[config.mk]
export PLATFORM = sky130hd
export DESIGN_NAME = matrix_scan_ctrl
export DESIGN_NICKNAME = d
export VERILOG_FILES = /design/src/rtl/matrix_scan_ctrl.sv
export SDC_FILE = /design/constraint.sdc
export NUM_CORES = 1
export LEC_CHECK = 0
export CAP_MARGIN = 20
export CORE_MARGIN = 8
export CORE_UTILIZATION = 46
export DETAILED_ROUTE_END_ITERATION = 8
export GPL_TIMING_DRIVEN = 0
export HOLD_SLACK_MARGIN = 0.08
export PLACE_DENSITY_LB_ADDON = 0.3
export SLEW_MARGIN = 5
export SYNTH_ARGS = -nofsm -noshare
export SYNTH_HDL_FRONTEND = slang
export SYNTH_SLANG_ARGS = --single-unit
[constraint.sdc]
create_clock -name clk -period 2.05 [get_ports clk]
set_input_delay 0.41 -clock clk [delete_from_list [all_inputs] [get_ports clk]]
set_output_delay 0.41 -clock clk [all_outputs]
set_load 0.02 [all_outputs]
[src/rtl/matrix_scan_ctrl.sv]
// HUB75 scan sequencer: framebuffer fetch, per-row bit-plane shift, latch, binary-weighted OE.
// Optional MATRIX_DBUF_EN adds double-buffer select (swap_req/swap_ack/fb_sel).
module matrix_scan_ctrl #(
  parameter int COL_W   = 5,
  parameter int ROW_W   = 4,
  parameter int BITS    = 4,
  parameter int BASE_OE = 8
) (
  input  logic                   clk,
  input  logic                   rst,
  input  logic                   en,
`ifdef MATRIX_DBUF_EN
  input  logic                   swap_req,
  output logic                   swap_ack,
  output logic                   fb_sel,
  output logic [ROW_W+COL_W:0]   fb_addr,
`else
  output logic [ROW_W+COL_W-1:0] fb_addr,
`endif
  output logic                   fb_rd,
  input  logic [6*BITS-1:0]      fb_data,
  output logic [1:0]             mat_r,
  output logic [1:0]             mat_g,
  output logic [1:0]             mat_b,
  output logic [ROW_W-1:0]       mat_row,
  output logic                   mat_clk,
  output logic                   mat_lat,
  output logic                   mat_oe,
  output logic                   frame_start
);

  localparam int PW = (BITS > 1) ? $clog2(BITS) : 1;

  typedef enum logic [2:0] {IDLE, SHIFT, LATCH0, LATCH1, DISPLAY, NEXT} state_t;

  state_t           state, state_nx;
  logic [1:0]       phase;
  logic [COL_W-1:0] col;
  logic [ROW_W-1:0] row;
  logic [PW-1:0]    plane;
  logic [15:0]      oe_cnt;
  logic             frame_pend;
  logic             last_plane, frame_end;
  logic [BITS-1:0]  r0, g0, b0, r1, g1, b1;

  assign {b1, g1, r1, b0, g0, r0} = fb_data;
  assign last_plane = (plane == PW'(BITS - 1));
  assign frame_end  = last_plane && (row == '1);

`ifdef MATRIX_DBUF_EN
  assign fb_addr = fb_rd ? {fb_sel, row, col} : '0;
`else
  assign fb_addr = fb_rd ? {row, col} : '0;
`endif

  always_comb begin
    state_nx    = state;
    fb_rd       = 1'b0;
    mat_clk     = 1'b0;
    mat_lat     = 1'b0;
    mat_oe      = 1'b1;
    frame_start = 1'b0;
`ifdef MATRIX_DBUF_EN
    swap_ack    = 1'b0;
`endif
    case (state)
      IDLE: if (en) state_nx = SHIFT;
      SHIFT: begin
        fb_rd       = (phase == 2'd0);
        mat_clk     = (phase == 2'd2);
        frame_start = frame_pend && (phase == 2'd0);
        if (phase == 2'd2 && col == '0) state_nx = LATCH0;
      end
      LATCH0: begin
        mat_lat  = 1'b1;
        state_nx = LATCH1;
      end
      LATCH1: state_nx = DISPLAY;
      DISPLAY: begin
        mat_oe = 1'b0;
        if (oe_cnt == 16'd1) state_nx = NEXT;
      end
      NEXT: begin
        state_nx = en ? SHIFT : IDLE;
`ifdef MATRIX_DBUF_EN
        swap_ack = frame_end && swap_req;
`endif
      end
      default: state_nx = IDLE;
    endcase
  end

  always_ff @(posedge clk or negedge rst) begin
    if (!rst) begin
      state      <= IDLE;
      phase      <= '0;
      col        <= '1;
      row        <= '0;
      plane      <= '0;
      oe_cnt     <= '0;
      frame_pend <= 1'b0;
      mat_r      <= '0;
      mat_g      <= '0;
      mat_b      <= '0;
      mat_row    <= '0;
`ifdef MATRIX_DBUF_EN
      fb_sel     <= 1'b0;
`endif
    end else begin
      state <= state_nx;
      case (state)
        IDLE: begin
          row        <= '0;
          plane      <= '0;
          col        <= '1;
          phase      <= '0;
          frame_pend <= 1'b1;
        end
        SHIFT: begin
          frame_pend <= 1'b0;
          if (phase == 2'd1) begin
            mat_r <= {r1[plane], r0[plane]};
            mat_g <= {g1[plane], g0[plane]};
            mat_b <= {b1[plane], b0[plane]};
          end
          // col wraps back to all-ones after column 0, ready for the next plane
          if (phase == 2'd2) begin
            phase <= '0;
            col   <= col - COL_W'(1);
          end else begin
            phase <= phase + 2'd1;
          end
        end
        // mat_row updates on entry to L1 so the new address appears only while blanked
        LATCH0:  mat_row <= row;
        LATCH1:  oe_cnt  <= 16'(BASE_OE) << plane;
        DISPLAY: oe_cnt  <= oe_cnt - 16'd1;
        NEXT: begin
          if (last_plane) begin
            plane <= '0;
            row   <= row + ROW_W'(1);
          end else begin
            plane <= plane + PW'(1);
          end
          if (frame_end) frame_pend <= 1'b1;
          if (!en) begin
            row   <= '0;
            plane <= '0;
          end
`ifdef MATRIX_DBUF_EN
          if (frame_end && swap_req) fb_sel <= ~fb_sel;
`endif
        end
        default: ;
      endcase
    end
  end

endmodule

==> flow_summary.ini <==
[synth]
synthArstFlopShare_pct = 100.0
syn_nets = 263
synth_top_family_by_area = simple AND/OR/NAND/NOR gates
synth.area.top_cells = dfrtp_1, mux4_2, dfstp_2
synthCells = 228
synthXorXnorAreaFrac_pct = 0.7224
synth_area_mm2 = 0.002425
yosysWarnings = 0
synth_compound_area_share_pct = 12.23
synth_fa_ha_area_share_pct = 4.128
synth_edf_count = 0
synth-simple-area-share_pct = 21.31
yosysSeqAreaShare_pct = 44.63
synth.top_cell.area_share_pct = 39.22
yosys.area.top_type = dfrtp_1
synth_seq_cells = 43
ys_types = 49
synth.most_common_cell = dfrtp_1
yosys-mux-area-fraction_pct = 13.57
syn_avg_cell_area_um2 = 10.64
yosys_most_used_dff = dfrtp_1
synth_commonest_cells = dfrtp_1, nand2_1, mux2_2, nor2_1, o21ai_0

[power_and_ir_drop]
pwr-share-seq_pct = 41.9
power.density_mw_per_mm2 = 794.2
power_frac_comb_pct = 35.1
p_total_mw = 2.603
sw_frac_of_total_pct = 33.47
power.leakage_nw = 1.472
ir_drop_mv = 0.6333
p_int_mw = 1.732
p_clk_share_pct = 23.0
power_switching_mw = 0.8710

[cells_and_area]
final-seq-area_mm2 = 0.001084
multiInputGateArea_mm2 = 0.001353
drive_gt1_share_pct = 25.34
nets = 330
final_area_mm2 = 0.003277
antennaDiodeCount = 0
fillerInstances = 423
final_util_pct = 64.16
area_delta_synth_final_pct = 35.14

[placed_design]
post_dp_cell_area_mm2 = 0.003049
io_buffers = 50
pre_cts_ws_ps = -548.6
gp_congestion = 0.8567
hpwlAfterDp_mm = 4.091

[critical_path]
arrival_ps = 2260
crit_path_start = oe_cnt[6]
cp-end-kind = register
slowest_delay_ps = 590
cp.required_ps = 2220
crit_path_max_fanout = 4
cp_cell_sequence = or4_4 -> or4b_4 -> o311ai_4 -> o41ai_2
crit_type = register to register
r2r_slack_ps = -40
crit_slowest_cell = or4b_4
startpoint_type = register
r2r_start = oe_cnt[6]

[floorplanning]
die_y_um = 88.61
core_area_mm2 = 0.005107
initial_core_util_pct = 47.48
die-area_mm2 = 0.007851
die_w_um = 88.61
io_pins = 51
num_rows = 26

[routing]
via_per_inst = 5.623
wire_per_inst_um = 16.12
drt-total-wl_mm = 5.901
drtIter0Drc = 150
routed-via-count = 2058
ant_nets = 0
remaining_drc_errors = 0
drtPass1Iterations = 4

[worst_hold_path]
hold_path_class = primary input to async pin

[sta]
period_minus_slack_ps = 2089
worst_pin_slew_ps = 594.4
fin_ws_ps = -38.59
rsz0062_at_grt = true
finClkSkew_ps = 7.524
finalSetupViolCount = 2
hold_viol = 0
drv_slew = 0
period_share_pct = 101.9
timing.slew.headroom_pct = 60.37
fin_tns_setup_ps = -43.46
max_clock_freq_mhz = 478.8

[global_route]
grt_first_pass_wirelength_mm = 9.825
grt.overflow.total = 0
grt_usage_pct = 16.02
grt_pass1_vias = 2141
grt_max_degree = 23
antenna_found_initial = 0

[cts]
clk_latency_ps = 300
root_buffer = clkbuf_8
cts_made_buffers = 5
cts.sinks = 43
cts.clk_slew.worst_paths_ps = 80
cts_tree = built
htreeDepth = 2
cts.hold.buffers_added = 0
cts_buffer_depth = 2

[outcome]
status = complete, but fails checks
violations = negative setup slack

[run]
cap_viol_max_count = 0
-- registers in the layout, indices dropped and copies added (netlist names) --
register and count:
oe_cnt 16, col 5, mat_row 4, row 4, state 3, mat_b 2, mat_g 2, mat_r 2
phase 2, plane 2, frame_pend 1
-- routing by layer --
layer | up-vias | wire [um] | GRT usage, %
li1 | 979 | - | -
met1 | 1001 | 2527 | 18.94
met2 | 69 | 2800 | 25.73
met3 | 9 | 442 | 5.200
met4 | 0 | 131 | 7.527
met5 | - | 0 | 0
-- repair_timing --
| item | 4_1_cts | 5_1_grt |
|---|---|---|
| resized for setup | 66 | 19 |
| endpoints found under the hold margin | 0 | 0 |
| pin swaps | 4 | 4 |
| endpoints found under the setup margin | 16 | 16 |
| setup buffers | 4 | 5 |
| gates cloned | 1 | 0 |
-- metrics by stage --
stage / cells / hold slack, ps
floorplan: 228 / 114.4
detailed placement: 349 / 424.7
global placement: 348 / 468.6
finish: 366 / 88.14
CTS: 362 / 98.70
global route: 366 / 131.8
-- cells in the final DEF, fill, tap and decap left out, types with 2 or more instances in the layout --
cell / count
a21boi_1: 2
a21o_1: 2
a21oi_1: 9
a221o_1: 3
a22o_1: 2
and2_1: 10
and3_1: 2
buf_2: 6
buf_4: 16
buf_6: 2
clkbuf_1: 6
clkbuf_8: 7
clkdlybuf4s50_1: 35
dfrtp_1: 37
dfstp_2: 5
ha_1: 8
inv_1: 10
mux2_2: 11
mux2i_1: 7
mux4_2: 6
nand2_1: 14
nand2b_1: 6
nand3_1: 7
nand3b_1: 2
nand4_1: 4
nor2_1: 9
nor2_4: 2
nor2b_1: 2
nor3_1: 2
nor3_4: 2
nor4_1: 5
o21ai_0: 11
o31ai_1: 4
o41ai_1: 2
or3_1: 4
or4_1: 2
or4_4: 2
-- power by group through the flow --
stage	sequential (mW)	clock, mW	combinational, mW
5_1_grt	1.11	0.644	0.991
4_1_cts	1.09	0.610	0.924
2_1_floorplan	1.15	0	0.437
6_report	1.09	0.597	0.914
3_3_place_gp	1.08	0	0.931
3_5_place_dp	1.09	0	0.951
-- cells by family after synthesis --
logic type	Yosys count
buf+inv	21
xor+xnor	2
simple gates	86
fa+ha+maj	8
mux	24
flops	43
compound gates	44
-- critical path: cells and delay by family, from the launching register on --
| kind | cells | cell delay [ps] |
|---|---|---|
| AND/OR/NAND/NOR | 2 | 1160 |
| AO/OA/AOI/OAI | 2 | 390 |
| flip-flops | 1 | 410 |
-- final cells by class --
| type | count | share of cell area (%) |
|---|---|---|
| Timing Repair Buffer | 60 | 16.84 |
| Inverter | 11 | 1.260 |
| Sequential cell | 43 | 33.07 |
| Multi-Input combinational cell | 165 | 41.28 |
| Clock buffer | 8 | 3.055 |
| Tap cell | 70 | 2.673 |
| Buffer | 9 | 1.833 |
-- final timing paths --
| path | end | cells past startpoint |
|---|---|---|
| worst min-delay path | oe_cnt[12] | 1 |
| max in group asynchronous | col[4] | 2 |
| worst max-delay path | oe_cnt[13] | 4 |
| worst min register to register | oe_cnt[10] | 1 |
| min in group clk | oe_cnt[10] | 1 |
| worst max register to register | oe_cnt[13] | 4 |
Note: power is estimated with default switching activity, not from simulation.
